<file path="config.mk">
export PLATFORM = sky130hd
export DESIGN_NAME = periph_rx_arbiter
export DESIGN_NICKNAME = d
export VERILOG_FILES = /design/src/rtl/periph_rx_arbiter.sv
export SDC_FILE = /design/constraint.sdc
export NUM_CORES = 1
export LEC_CHECK = 0
export CORE_MARGIN = 4
export CORE_UTILIZATION = 39
export CTS_CLUSTER_DIAMETER = 50
export DETAILED_ROUTE_END_ITERATION = 12
export PLACE_DENSITY = 0.88
export SETUP_SLACK_MARGIN = 0.05
export SYNTH_ARGS = -nofsm -noshare
export SYNTH_HDL_FRONTEND = slang
export SYNTH_SLANG_ARGS = --single-unit
</file>
<file path="constraint.sdc">
create_clock -name clk -period 4.5 [get_ports clk]
set_clock_uncertainty 0.15 [all_clocks]
set_input_delay 0.45 -clock clk [delete_from_list [all_inputs] [get_ports clk]]
set_output_delay 0.45 -clock clk [all_outputs]
set_load 0.01 [all_outputs]
</file>
<file path="src/rtl/periph_rx_arbiter.sv">
// Round-robin drain of per-slot RX FIFOs into the USB TX FIFO, prefixing each payload with its slot address.
// Optional feature macro: PERIPH_ARB_BURST_EN (multi-packet grants of up to burst_len packets).
module periph_rx_arbiter #(
    parameter int unsigned usb_packet_width     = 32,
    parameter int unsigned periph_address_width = 3,
    parameter int unsigned num_peripherals      = 8,
    parameter int unsigned burst_len            = 4
) (
    input  logic                                                               clk,
    input  logic                                                               rst,
    input  logic [num_peripherals*(usb_packet_width-periph_address_width)-1:0] fifo_data,
    input  logic [num_peripherals-1:0]                                         fifo_empty,
    output logic [num_peripherals-1:0]                                         fifo_read,
    output logic [usb_packet_width-1:0]                                        usb_data,
    output logic                                                               usb_wr_en,
    input  logic                                                               usb_full,
    output logic                                                               idle
);

    localparam int unsigned aw        = periph_address_width;
    localparam int unsigned pw        = usb_packet_width - periph_address_width;
    localparam int unsigned burst_max = (burst_len < 1) ? 1 : burst_len;
    localparam int unsigned cw        = $clog2(burst_max + 1);
`ifdef PERIPH_ARB_BURST_EN
    localparam int unsigned burst_lim = burst_max;
`else
    localparam int unsigned burst_lim = 1;
`endif

    typedef enum logic [1:0] {
        ARB     = 2'd0,
        READ    = 2'd1,
        CAPTURE = 2'd2,
        SEND    = 2'd3
    } state_t;

    state_t                    state_q, state_d;
    logic [aw-1:0]             grant_q, grant_d;
    logic [aw-1:0]             last_q, last_d;
    logic [cw-1:0]             cnt_q, cnt_d;
    logic [num_peripherals-1:0] read_d;
    logic [pw-1:0]             payload;
    logic                      found_hi, found_lo;
    logic [aw-1:0]             pick_hi, pick_lo;

    // Round-robin pick: first non-empty slot above last_grant, else first at or below it.
    always_comb begin
        found_hi = 1'b0;
        found_lo = 1'b0;
        pick_hi  = '0;
        pick_lo  = '0;
        for (int unsigned i = 0; i < num_peripherals; i++) begin
            if (!fifo_empty[i] && (aw'(i) > last_q) && !found_hi) begin
                found_hi = 1'b1;
                pick_hi  = aw'(i);
            end
            if (!fifo_empty[i] && (aw'(i) <= last_q) && !found_lo) begin
                found_lo = 1'b1;
                pick_lo  = aw'(i);
            end
        end
    end

    // Granted slot's slice of the read-data bus.
    always_comb begin
        payload = '0;
        for (int unsigned i = 0; i < num_peripherals; i++) begin
            if (grant_q == aw'(i)) begin
                payload = fifo_data[i*pw +: pw];
            end
        end
    end

    always_comb begin
        state_d = state_q;
        grant_d = grant_q;
        last_d  = last_q;
        cnt_d   = cnt_q;
        unique case (state_q)
            ARB: begin
                if (found_hi || found_lo) begin
                    grant_d = found_hi ? pick_hi : pick_lo;
                    cnt_d   = '0;
                    state_d = READ;
                end
            end
            READ:    state_d = CAPTURE;
            CAPTURE: state_d = SEND;
            SEND: begin
                if (!usb_full) begin
                    cnt_d  = cw'(cnt_q + cw'(1));
                    last_d = grant_q;
                    // Stay on the same slot only while the burst allowance lasts and it still has data.
                    if ((cnt_d < cw'(burst_lim)) && !fifo_empty[grant_q]) begin
                        state_d = READ;
                    end else begin
                        state_d = ARB;
                    end
                end
            end
            default: state_d = ARB;
        endcase
    end

    // Read strobe is registered so it is high for exactly the READ cycle.
    always_comb begin
        read_d = '0;
        for (int unsigned i = 0; i < num_peripherals; i++) begin
            read_d[i] = (state_d == READ) && (grant_d == aw'(i));
        end
    end

    always_ff @(posedge clk) begin
        if (rst) begin
            state_q   <= ARB;
            grant_q   <= '0;
            last_q    <= aw'(num_peripherals - 1);
            cnt_q     <= '0;
            fifo_read <= '0;
            usb_data  <= '0;
        end else begin
            state_q   <= state_d;
            grant_q   <= grant_d;
            last_q    <= last_d;
            cnt_q     <= cnt_d;
            fifo_read <= read_d;
            if (state_q == CAPTURE) begin
                usb_data <= {grant_q, payload};
            end
        end
    end

    assign usb_wr_en = (state_q == SEND) && !usb_full;
    assign idle      = (state_q == ARB) && (&fifo_empty);

endmodule

</file>
==> impl.org, run 1 <==
** GRT
- First-pass GRT wire length :: 27.4 mm
- Number of antenna violations at the first check in global routing :: 0
- Remaining Overflow, GRT :: 0
- Entering global routing, the biggest net connects 53 pins.
- The number of global-route vias before repair was 5142.
- Combined global-route utilization of all metal layers :: 0.273

** Drt
- DR iter-0 viols :: 329
- Detailed-route DRC error count :: 0
- The count of nets left with antenna violations once routing finished came out at 0.
- Detail-routed net length per standard cell :: 20.2 um
- Met3 WL post-DR :: 1.54 mm
- The first TritonRoute pass finished after 5 iterations.
- Routed wl met2 :: 9.18 mm
- DR top layer :: met4
- After detailed routing, the number of vias per cell comes to 5.74.
- Post-Route M1 WL :: 6.89 mm
- Summed over all layers, the routed wires come to 18.1 mm.
- Summing over every cut layer, the via total after detailed routing is 5147.

** Critical path
- Launching element type of the critical path :: flip-flop
- Max FO, Critical Path :: 49
- STA classifies the critical path endpoint as a flip-flop.
- At the worst endpoint, the required time is 4550 ps.
- The number of buffers and inverters on the critical path is 0.
- Top delay family on crit path :: multiplexers
- The critical path is of the reg2reg type.
- At the worst endpoint, the arrival time is 2890 ps.
- For this run, the slowest stage of the critical path takes 820 ps.
- The largest individual stage delay along the critical path comes from the cell sky130_fd_sc_hd__dfxtp_4.
- Walking the worst path, the cells encountered are mux4_2 > mux2_2 > nor4b_4 > nand2_1 > a21o_1 > nor4_1.

** Timing
- Static timing analysis puts the maximum clock frequency at 0.352 GHz.
- The worst path in the final design needs a cycle of 2840 ps, including I/O delays and setup.
- The final hold violation count was 0.
- Setup Viol. Count Final :: 0
- Slew Viols, Final :: 0
- Final setup slack of the worst path :: 1660 ps
- Setup Total Neg Slack :: 0 ps
- Setup repair after global routing missed its margin :: false
- Fin Hold WS :: 314 ps
- The worst pin sits at a relative slew slack of 0.270.
- Dividing the final minimum period by the clock period gives 0.632.
- At the pin with the least slew margin, the transition time is 1090 ps.

** Logic synthesis
- Gate count of the mapped netlist :: 512
- Netlist area before placement :: 4150 um^2
- Among all flip-flop cells after synthesis, the most frequent one is sky130_fd_sc_hd__dfxtp_1.
- Each instance of the synthesized netlist takes up on average 8.10 um^2.
- Of the total synthesized cell area, the portion taken by XOR and XNOR cells is 0.00211.
- Count of flip-flops with a built-in enable after synthesis :: 0
- Compound-Gate Fraction of Synth Area :: 0.287
- Post-synthesis simple-gate area fraction :: 0.179
- Largest family of logic cells by synthesized area :: compound AO/OA/AOI/OAI gates
- Of the total synthesized cell area, the portion taken by full adders, half adders and majority gates is 0.00543.
- The number of different library cells used by synthesis comes to 59.
- Portion of netlist area occupied by mux cells :: 0.217
- Share of async-settable or async-resettable flops after synthesis :: 0
- Of the synthesized area, sequential elements account for 0.246.
- Synthesis produced a netlist with a net count of 756.
- For this run, the number of Yosys warnings is 0.
- Synthesis inferred 51 register bits.

** Clock tree
- Count of buffers added by post-CTS timing repair for setup :: 0
- TritonCTS built the clock tree.
- Clock latency on the worst-skew pair :: 310 ps
- Clock slew at reported path FFs :: 110 ps
- The clock passes through at most 2 buffers.
- TritonCTS created 5 clock buffers.
- Hold buffer count at cts :: 0
- Once the clock tree was built, the resizer swapped 0 gates to a different size.
- For this design, the sink count on the clock tree is 51.
- H-tree levels :: 2
- Master cell of the clock root buffer :: sky130_fd_sc_hd__clkbuf_8

** Run status
- Run status :: finished, final reports clean

** Floorplanning
- The die covers 12300 um^2.
- The floorplan step defined a core boundary enclosing 10300 um^2.
- DIE WIDTH :: 111 um
- IO Count :: 285
- Vertical die dimension :: 111 um
- The initial utilization of the core area, before any placement, comes to 0.402.
- Number of standard-cell rows in the floorplan :: 37

** Run
- Number of maximum-capacitance constraint violations :: 0

** Final layout
- At the end of the flow the core is filled with cells to 0.690.
- The repair_antennas step left the layout with diodes totalling 0.
- Area added between synthesis and finish :: 72.0%
- In the final layout, the share of cells above drive strength 1 is 0.109.
- Layout Nets :: 1004

** Place
- IO buf count :: 284
- Routability-driven placement finished with a final weighted congestion of 0.921.
- Setup slack after placement :: 1470 ps
- Summed over all nets, the half-perimeter wirelength after detailed placement is 14.3 mm.

** Worst hold path
- Class of the worst hold path :: reg2reg

** Pwr
- In this run the power density over the cells is 216 nW/um^2.
- Across the VDD grid, the largest voltage drop is 0.160 mV.
- The analysis attributes to cell leakage a power of 2.49 nW.
-- cells in the mapped netlist, types with 2 or more instances --
library cell	n	share of area
sky130_fd_sc_hd__a211oi_1	10	0.018
sky130_fd_sc_hd__a21oi_1	46	0.056
sky130_fd_sc_hd__a221oi_1	22	0.046
sky130_fd_sc_hd__a22o_1	9	0.019
sky130_fd_sc_hd__a22oi_1	5	0.0091
sky130_fd_sc_hd__a311oi_1	5	0.011
sky130_fd_sc_hd__a32oi_1	6	0.013
sky130_fd_sc_hd__and2_1	2	0.0030
sky130_fd_sc_hd__and3_1	2	0.0030
sky130_fd_sc_hd__and4b_1	3	0.0072
sky130_fd_sc_hd__buf_1	10	0.0091
sky130_fd_sc_hd__buf_2	10	0.012
sky130_fd_sc_hd__clkbuf_1	28	0.025
sky130_fd_sc_hd__dfxtp_1	51	0.25
sky130_fd_sc_hd__inv_1	10	0.0091
sky130_fd_sc_hd__inv_2	2	0.0018
sky130_fd_sc_hd__mux2_2	41	0.11
sky130_fd_sc_hd__mux2i_1	9	0.022
sky130_fd_sc_hd__mux4_2	15	0.081
sky130_fd_sc_hd__nand2_1	40	0.036
sky130_fd_sc_hd__nand2b_1	5	0.0075
sky130_fd_sc_hd__nand3_1	5	0.0060
sky130_fd_sc_hd__nand4_1	2	0.0030
sky130_fd_sc_hd__nor2_1	45	0.041
sky130_fd_sc_hd__nor2b_1	5	0.0075
sky130_fd_sc_hd__nor3_1	25	0.030
sky130_fd_sc_hd__nor4_1	3	0.0045
sky130_fd_sc_hd__nor4b_1	3	0.0063
sky130_fd_sc_hd__o211ai_1	4	0.0072
sky130_fd_sc_hd__o21a_1	8	0.014
sky130_fd_sc_hd__o21ai_0	32	0.039
sky130_fd_sc_hd__o21ai_1	5	0.0060
sky130_fd_sc_hd__o22ai_1	15	0.023
sky130_fd_sc_hd__o2bb2ai_1	3	0.0063
sky130_fd_sc_hd__or3_1	2	0.0030
-- layer usage --
layer | GRT usage | vias to the layer above
met3 | 0.0699 | 30
met2 | 0.497 | 269
li1 | - | 2446
met4 | 0.0746 | 0
met1 | 0.316 | 2402
met5 | 0 | -
-- worst reg2reg max path, delay by kind of cell, from the launching register on --
| family | cells | cell delay, ps |
|---|---|---|
| flip-flops | 1 | 820 |
| AO/OA/AOI/OAI | 1 | 230 |
| multiplexers | 2 | 900 |
| AND/OR/NAND/NOR | 3 | 620 |
-- state kept, by name, summed over array words and instances (netlist names) --
signal / flops
usb_data: 32
fifo_read: 8
cnt_q: 3
grant_q: 3
last_q: 3
state_q: 2
-- power breakdown --
group / internal (mW) / switching (mW) / leakage, nW / total, mW
Clock: 0.168 / 0.168 / 0.0548 / 0.336
Combinational: 0.404 / 0.272 / 2.01 / 0.677
Sequential: 0.484 / 0.0420 / 0.418 / 0.526
Total: 1.06 / 0.482 / 2.49 / 1.54
-- metrics by stage --
step,cells,instance area [um^2],power [mW]
after detailed placement,889,7010,1.21
after global routing,897,7130,1.61
after floorplan,512,4150,0.858
final,897,7130,1.54
after global placement,889,7010,1.20
after CTS,897,7130,1.54
-- cell type report --
type / count / area, um^2
inverters: 13 / 48.8
fillers: 800 / 3200
multi-input cells: 398 / 2870
flip-flops and latches: 51 / 1030
clock inverters: 3 / 46.3
repair buffers: 291 / 2900
well taps: 136 / 170
clock buffers: 5 / 68.8
-- logic make-up after synthesis --
group / count (synthesis)
xor+xnor: 1
fa+ha+maj: 2
simple gates: 150
flops: 51
mux: 66
compound gates: 179
buf+inv: 63
-- worst paths after layout --
path | start | end | slack [ps] | cells after the start
setup / recovery | grant_q[0]$_SDFF_PP0_ | fifo_read[7]$_SDFF_PP0_ | 1660 | 6
hold / removal | usb_data[30]$_SDFFE_PP0P_ | usb_data[30]$_SDFFE_PP0P_ | 310 | 2
setup reg to reg | grant_q[0]$_SDFF_PP0_ | fifo_read[7]$_SDFF_PP0_ | 1660 | 6
hold reg to reg | usb_data[30]$_SDFFE_PP0P_ | usb_data[30]$_SDFFE_PP0P_ | 310 | 2
-- cells in the final DEF, fill, tap and decap left out, types with 3 or more instances in the layout --
master,netlist,layout
sky130_fd_sc_hd__nor4_1,3,3
sky130_fd_sc_hd__a22oi_1,5,5
sky130_fd_sc_hd__clkdlybuf4s50_1,0,284
sky130_fd_sc_hd__inv_1,10,10
sky130_fd_sc_hd__dfxtp_1,51,48
sky130_fd_sc_hd__o21ai_0,32,32
sky130_fd_sc_hd__mux2_2,41,41
sky130_fd_sc_hd__nor4b_1,3,3
sky130_fd_sc_hd__o211ai_1,4,4
sky130_fd_sc_hd__o21a_1,8,8
sky130_fd_sc_hd__mux2i_1,9,9
sky130_fd_sc_hd__a221oi_1,22,22
sky130_fd_sc_hd__buf_4,1,7
sky130_fd_sc_hd__clkbuf_8,0,5
sky130_fd_sc_hd__nand2b_1,5,5
sky130_fd_sc_hd__o21ai_1,5,5
sky130_fd_sc_hd__nor3_1,25,25
sky130_fd_sc_hd__a32oi_1,6,6
sky130_fd_sc_hd__nor2_1,45,45
sky130_fd_sc_hd__nand2_1,40,40
sky130_fd_sc_hd__nor2b_1,5,4
sky130_fd_sc_hd__o22ai_1,15,15
sky130_fd_sc_hd__a22o_1,9,9
sky130_fd_sc_hd__a21oi_1,46,46
sky130_fd_sc_hd__mux4_2,15,15
sky130_fd_sc_hd__and4b_1,3,3
sky130_fd_sc_hd__o2bb2ai_1,3,3
sky130_fd_sc_hd__a311oi_1,5,5
sky130_fd_sc_hd__a211oi_1,10,10
sky130_fd_sc_hd__nand3_1,5,5
Note: power is estimated with default switching activity, not from simulation.
==> run 2, diff against run 1 <==
- CORE_UTILIZATION: 39 -> 33
- PLACE_DENSITY: 0.88 -> 0.79
- clock period: 4.5 -> 2.5 ns (I/O delays scaled with it)
==> run 2 against run 1 <==
- die area rose by 17%
- total power rose by 94%
- cell count rose by 6.4%
- first-iteration DRC count rose by 20%
- critical path type unchanged
- routed wire length rose by 2.5%
==> impl.org, run 2 (synthesis gave the netlist of run 1 again) <==
** Run status
- Run status :: finished, final reports clean

** Timing
- The final worst setup slack came to 139 ps (-1520 ps).
- The measured slew at the worst slew-check pin is 872 ps (-221 ps).
- The post-layout minimum cycle time came to 2360 ps (-481 ps).
- The number of setup violations in the final report is 0 (unchanged).
- Setup repair after global routing could not meet its margin everywhere.
- Maximum achievable frequency :: 0.424 GHz (+20%)
- The worst-case headroom to the max-slew limit was 0.417 (+0.147).
- The number of pins with negative max-slew slack in the final report is 0 (unchanged).
- Final hold violation count :: 0 (unchanged)
- The share of the cycle needed by the critical path after routing was 0.944 (+0.313).
- The sum of negative setup slack was 0 ps (unchanged).

** Drt
- The number of detailed-routing iterations run before antenna repair was 7 (+2).
- The routed wire length per instance came to 19.5 um (-3.7%).
- The number of nets still failing antenna checks after routing came to 0 (unchanged).
- The total routed wirelength is 18.6 mm (+2.5%).
- Via count :: 5329 (+3.5%)
- The DRC violation count after routing came to 0 (unchanged).
- The via density per instance was 5.59 (-2.7%).
- DR iter-0 viols :: 396 (+20%)

** Worst hold path
- In this run the worst hold path is classified as reg2reg.
- Start point of the worst hold path :: usb_data[30]$_SDFFE_PP0P_

** Critical path
- The worst endpoint data arrival time was 2390 ps (-500 ps).
- Kind of end point of the critical path :: flip-flop
- Reg-to-reg startpoint :: last_q[2]$_SDFFE_PP1P_
- Register-to-Register Setup Slack :: 140 ps (-1520 ps)
- Walking the worst path, the cells encountered are a211oi_1 > buf_4 > a21oi_1 > nand2_1 > a211o_1 > a32oi_1 > buf_4 > and4b_1.
- The most numerous cell type found on the critical path is sky130_fd_sc_hd__buf_4.
- The maximum fanout along the worst path is 17 (-65%).
- WP data required :: 2530 ps (-2020 ps)
- The slowest stage of the critical path belongs to the cell sky130_fd_sc_hd__dfxtp_2.
- Slowest cell delay on critical path :: 500 ps (-320 ps)
- The critical path is of the reg2reg type.
- STA classifies the critical path startpoint as a flip-flop.
- The critical path starts at last_q[2]$_SDFFE_PP1P_.

** Place
- The post-placement worst setup slack came to -267 ps (-1740 ps).
- The HPWL reported at the end of detailed placement came to 14.9 mm (+4.6%).
- The final weighted congestion in routability-driven placement is 0.933 (+1.3%).
- IO buf count :: 284 (unchanged)

** Clock tree
- Hold buffer count at cts :: 0 (unchanged)
- H-tree levels :: 2 (unchanged)
- The total clock sinks was 51 (unchanged).
- The clock transition at the registers of the reported paths is 70 ps (-40 ps).
- Clock tree synthesis selected as its root buffer the cell sky130_fd_sc_hd__clkbuf_16.
- The number of buffers inserted during clock tree synthesis is 5 (unchanged).
- The insertion delay to the later sink of the worst-skew pair is 290 ps (-20 ps).
- Worst-case clock buffer depth :: 2 (unchanged)
- TritonCTS built the clock tree.

** Run
- The reported max-cap violation count came to 0 (unchanged).

** Floorplanning
- The y dimension of the die is 120 um (+8.1%).
- The die width came to 120 um (+8.1%).
- The placement row count is 40 (+8.1%).
- IO Count :: 285 (unchanged)
- The floorplan core area came to 12200 um^2 (+18%).
- Area of the die :: 14400 um^2 (+17%)
- The initial cell density of the core is 0.341 (-0.0607).

** Pwr
- Highest ir drop seen on vdd :: 0.259 mV (+62%)
- Leakage power :: 2.67 nW (+7.3%)
- The total power per unit cell area is 397 nW/um^2 (+84%).

** GRT
- The number of global-route vias before repair came to 5524 (+7.4%).
- Remaining Overflow, GRT :: 0 (unchanged)
- Combined global-route utilization of all metal layers :: 0.246 (-0.0269)
- The first-pass GRT wire length was 28.5 mm (+3.7%).
- The number of antenna violations at the first check in global routing is 0 (unchanged).
- Largest net degree at the start of global routing :: 81 (+53%)

** Final layout
- The number of inserted diodes is 0 (unchanged).
- More flip-flops sit in one register than any other, and that register is usb_data.
- The share of layout cells above drive strength 1 came to 0.149 (+0.0398).
- The largest registers in the layout are usb_data: 32 flops, fifo_read: 8 flops.
- Most used cells in the layout excluding fill and tap cells :: sky130_fd_sc_hd__clkdlybuf4s50_1 (282), sky130_fd_sc_hd__nor2_1 (45), sky130_fd_sc_hd__a21oi_1 (45), sky130_fd_sc_hd__dfxtp_1 (45), sky130_fd_sc_hd__mux2_2 (41)
- The number of flip-flops in the largest register was 32 (unchanged).
- The area growth from synthesis to layout is 80.9%.
- The number of nets at the end of the flow came to 1029 (+2.5%).
- The library cell used most frequently in the layout, excluding fill and tap cells, is sky130_fd_sc_hd__clkdlybuf4s50_1.
run 2: through the flow:
| step | util | power, mW | area (um^2) | cells | hold slack, ps |
|---|---|---|---|---|---|
| 3_3_place_gp | 0.599 | 2.20 | 7280 | 946 | 290 |
| 4_1_cts | 0.613 | 2.99 | 7450 | 954 | 310 |
| 3_5_place_dp | 0.599 | 2.23 | 7280 | 946 | 300 |
| 2_1_floorplan | - | 1.54 | 4150 | 512 | 281 |
| 6_report | 0.616 | 2.98 | 7500 | 954 | 312 |
| 5_1_grt | 0.616 | 3.13 | 7500 | 954 | 340 |
run 2: layout make-up:
class / count / area [um^2]
clock buffers: 6 / 150
clock inverters: 2 / 17.5
fillers: 1046 / 4660
inverters: 13 / 48.8
multi-input cells: 398 / 2910
flip-flops and latches: 51 / 1030
well taps: 168 / 210
repair buffers: 316 / 3130
run 2: final timing paths:
path / cells past startpoint / end
worst max-delay path: 8 / fifo_read[2]$_SDFF_PP0_
worst min-delay path: 2 / usb_data[30]$_SDFFE_PP0P_
worst max register to register: 8 / fifo_read[2]$_SDFF_PP0_
worst min register to register: 2 / usb_data[30]$_SDFFE_PP0P_
run 2: timing repair:
action / in CTS / in global routing
endpoints found under the setup margin: 3 / 12
buffers inserted: 0 / 0
resized for setup: 2 / 10
run 2: routing by layer:
metal	GRT usage	up-vias	wire length (um)
met5	0	-	0
met1	0.282	2497	6940
li1	-	2508	-
met4	0.0694	0	524
met2	0.454	274	9560
met3	0.0556	50	1530
run 2: worst max-delay path: cells and delay by family, from the launching register on:
kind                   cells  cell delay, ps
AOI/OAI and AO/OA          4             820
and+or+nand+nor            2             430
buffers and inverters      2             340
DFF                        1             500
run 2: where the power goes:
part           total (mW)  switching, mW  internal, mW
Clock               0.754          0.316         0.438
Sequential          0.921         0.0491         0.872
Combinational        1.30          0.530         0.774
==> edit, RTL diff (settings of run 2) <==
Change the parameter `burst_len` from 4 to 8.
--- a/src/rtl/periph_rx_arbiter.sv
+++ b/src/rtl/periph_rx_arbiter.sv
@@ -6,3 +6,3 @@
     parameter int unsigned num_peripherals      = 8,
-    parameter int unsigned burst_len            = 4
+    parameter int unsigned burst_len            = 8
 ) (
Check against the original RTL: same outputs for any inputs over 10 cycles, from zero or initial values and one cycle with rst high; that may be too few to reach the edited logic, so the function may still have changed.
==> edit against run 2 <==
Power is 4.3% higher. Area after synthesis shrank 0.21%. Highest routed layer is now met5. Design area rose by 0.38%. Die area down 0.19%. Sequential share of layout area up 0.15 points. Largest power group unchanged. Sequential cell count up 1. Maximum frequency is 0.53% higher. Wire length rose by 9.6%. Setup slack better by 0.012 ns.
==> edit: results (changes against run 2) <==
Min path
  – Hold Path Stages: 2 (unchanged)
  – Hold/Removal Path Class: flip-flop to flip-flop (unchanged)

Route
  – First-pass DRT Iterations: 5 (was 7)
  – Via/cell ratio: 5.70 (was 5.59)
  – Initial DRC count: 393 (was 396)
  – Routed len/inst: 20.7 µm (was 19.5 µm)

Synth
  – Synth top cells by count: nand2_1, dfxtp_1, o22ai_1 (was dfxtp_1, a21oi_1, nor2_1)
  – Syn nets: 773 (was 756)
  – Distinct cells, synth: 61 (was 59)
  – Largest cells by area after synthesis: dfxtp_1, a221oi_1, o22ai_1, nand2_1, mux2_2 (was dfxtp_1, mux2_2, mux4_2, a21oi_1, a221oi_1)
  – Asr flop ratio synth: 0% (unchanged)
  – Yosys warnings: 0 (unchanged)
  – Register area share after synthesis: 25.2% (was 24.6%)

GRT
  – Largest net degree at the start of global routing: 70 (was 81)
  – Number of global-route vias before repair: 5805 (was 5524)
  – Initial antenna violation count: 2 (was 0)
  – GRT Overall Usage: 26.6% (was 24.6%)
  – Global-route wire length before repair: 30.7 mm (was 28.5 mm)

Clock tree
  – Clk Latency, worst-skew pair: 0.29 ns (about the same)
  – Cts bufs inserted: 5 (unchanged)
  – Worst-path clk slew: 0.08 ns
  – Maximum buffer depth of the clock tree: 2 (unchanged)
  – CTS resizes: 1 (was 2)
  – Setup Fix Bufs, Post-CTS: 0 (unchanged)
  – CTS H-tree lvls: 2 (unchanged)
  – Clock root buffer: clkbuf_16 (unchanged)

STA
  – Worst-margin pin slew: 1.15 ns (was 0.872 ns)
  – Final hold vios: 0 (unchanged)

Power
  – Peak VDD IR: 0.317 mV (was 0.259 mV)
  – Leak: 0.00282 µW (was 0.00267 µW)

Worst setup path
  – Critical path arrival: 2.39 ns (about the same)
  – Critical Path Fanout Max: 4 (was 17)
  – R2R depth: 7 (was 8)

Place
  – Gpl congestion: 0.978 (was 0.933)
  – Post-DP HPWL: 16.0 mm (was 14.9 mm)
  – Port buffer count: 284 (unchanged)
  – Placed Area: 7340 µm² (was 7280 µm²)

Layout
  – NumNets Final: 1054 (was 1029)
  – Largest regs: usb_data (32), fifo_read (8), cnt_q (4) (was usb_data (32), fifo_read (8))
  – Fillers: 1050 (was 1046)
  – Layout cells sized above 1: 13.3% (was 14.9%)

Status
  – Status: finished, final reports clean (unchanged)
[edit: changes by cell type in the layout (fill, tap and decap cells not counted), moves of 6 or more]
cell and delta:
a21oi_1 -21, a221oi_1 +27, a22o_1 +20, a32oi_1 -6
buf_4 +17, mux2_2 -17, mux4_2 -10, nand2_1 +38
nor2_1 -23, nor3_1 -18, o21a_1 -6, o22ai_1 +36
[edit: critical path, cell delays in order]
cell and delay (ns):
clkdlybuf4s50_1 0.43, buf_4 0.14, mux4_2 0.44, mux2i_1 0.19
nand3_1 0.12, or3_1 0.35, o32a_4 0.26, nor4_1 0.21
[edit: routing by layer]
layer  track usage [%]  up-vias  part of all wire [%]
met4              9.81        2                   3.4
met2              46.8      299                    50
li1                  -     2636                     -
met3              6.50       45                   8.1
met5                 0        -                 0.064
met1              31.0     2609                    38
[edit: final timing paths]
kind,startpoint,endpoint,slack (ns)
min reg2reg,usb_data[31],usb_data[31],0.31
min,usb_data[31],usb_data[31],0.31
max,fifo_empty[5],fifo_read[2],0.15
max reg2reg,last_q[1],fifo_read[2],0.21
[edit: power by group]
part	total [µW]	leakage (µW)	switching, µW	internal [µW]
clock network	726	0.0000719	345	381
registers	931	0.000424	45.7	885
logic	1450	0.00233	653	797
[edit: logic make-up after synthesis]
group           synth area share (%)
simple gates                    15.9
flops                           25.2
buf+inv                         6.84
compound gates                  40.3
mux                             11.3
fa+ha+maj                      0.302
xor+xnor                       0.212
[edit: area by class of cell]
type                    instances  area [µm²]  area share [%]
repair buffers                332        3230            42.9
multi-input cells             408        2840            37.7
flip-flops and latches         52        1050            13.9
well taps                     168         210            2.79
clock buffers                   5         125            1.66
inverters                      11        41.3           0.549
clock inverters                 3        27.5           0.366
diodes                          2        5.00          0.0665
[edit: stage by stage]
step | utilization, % | setup slack [ns] | cells | power, µW | hold slack, ns
after floorplan | - | 0.262 | 529 | 1630 | 0.263
after global placement | 60.4 | -0.106 | 971 | 2350 | 0.293
after detailed placement | 60.4 | -0.196 | 971 | 2380 | 0.303
after CTS | 61.6 | 0.0949 | 979 | 3100 | 0.313
after global routing | 61.9 | 0.0532 | 980 | 3260 | 0.336
final | 61.9 | 0.151 | 981 | 3110 | 0.310
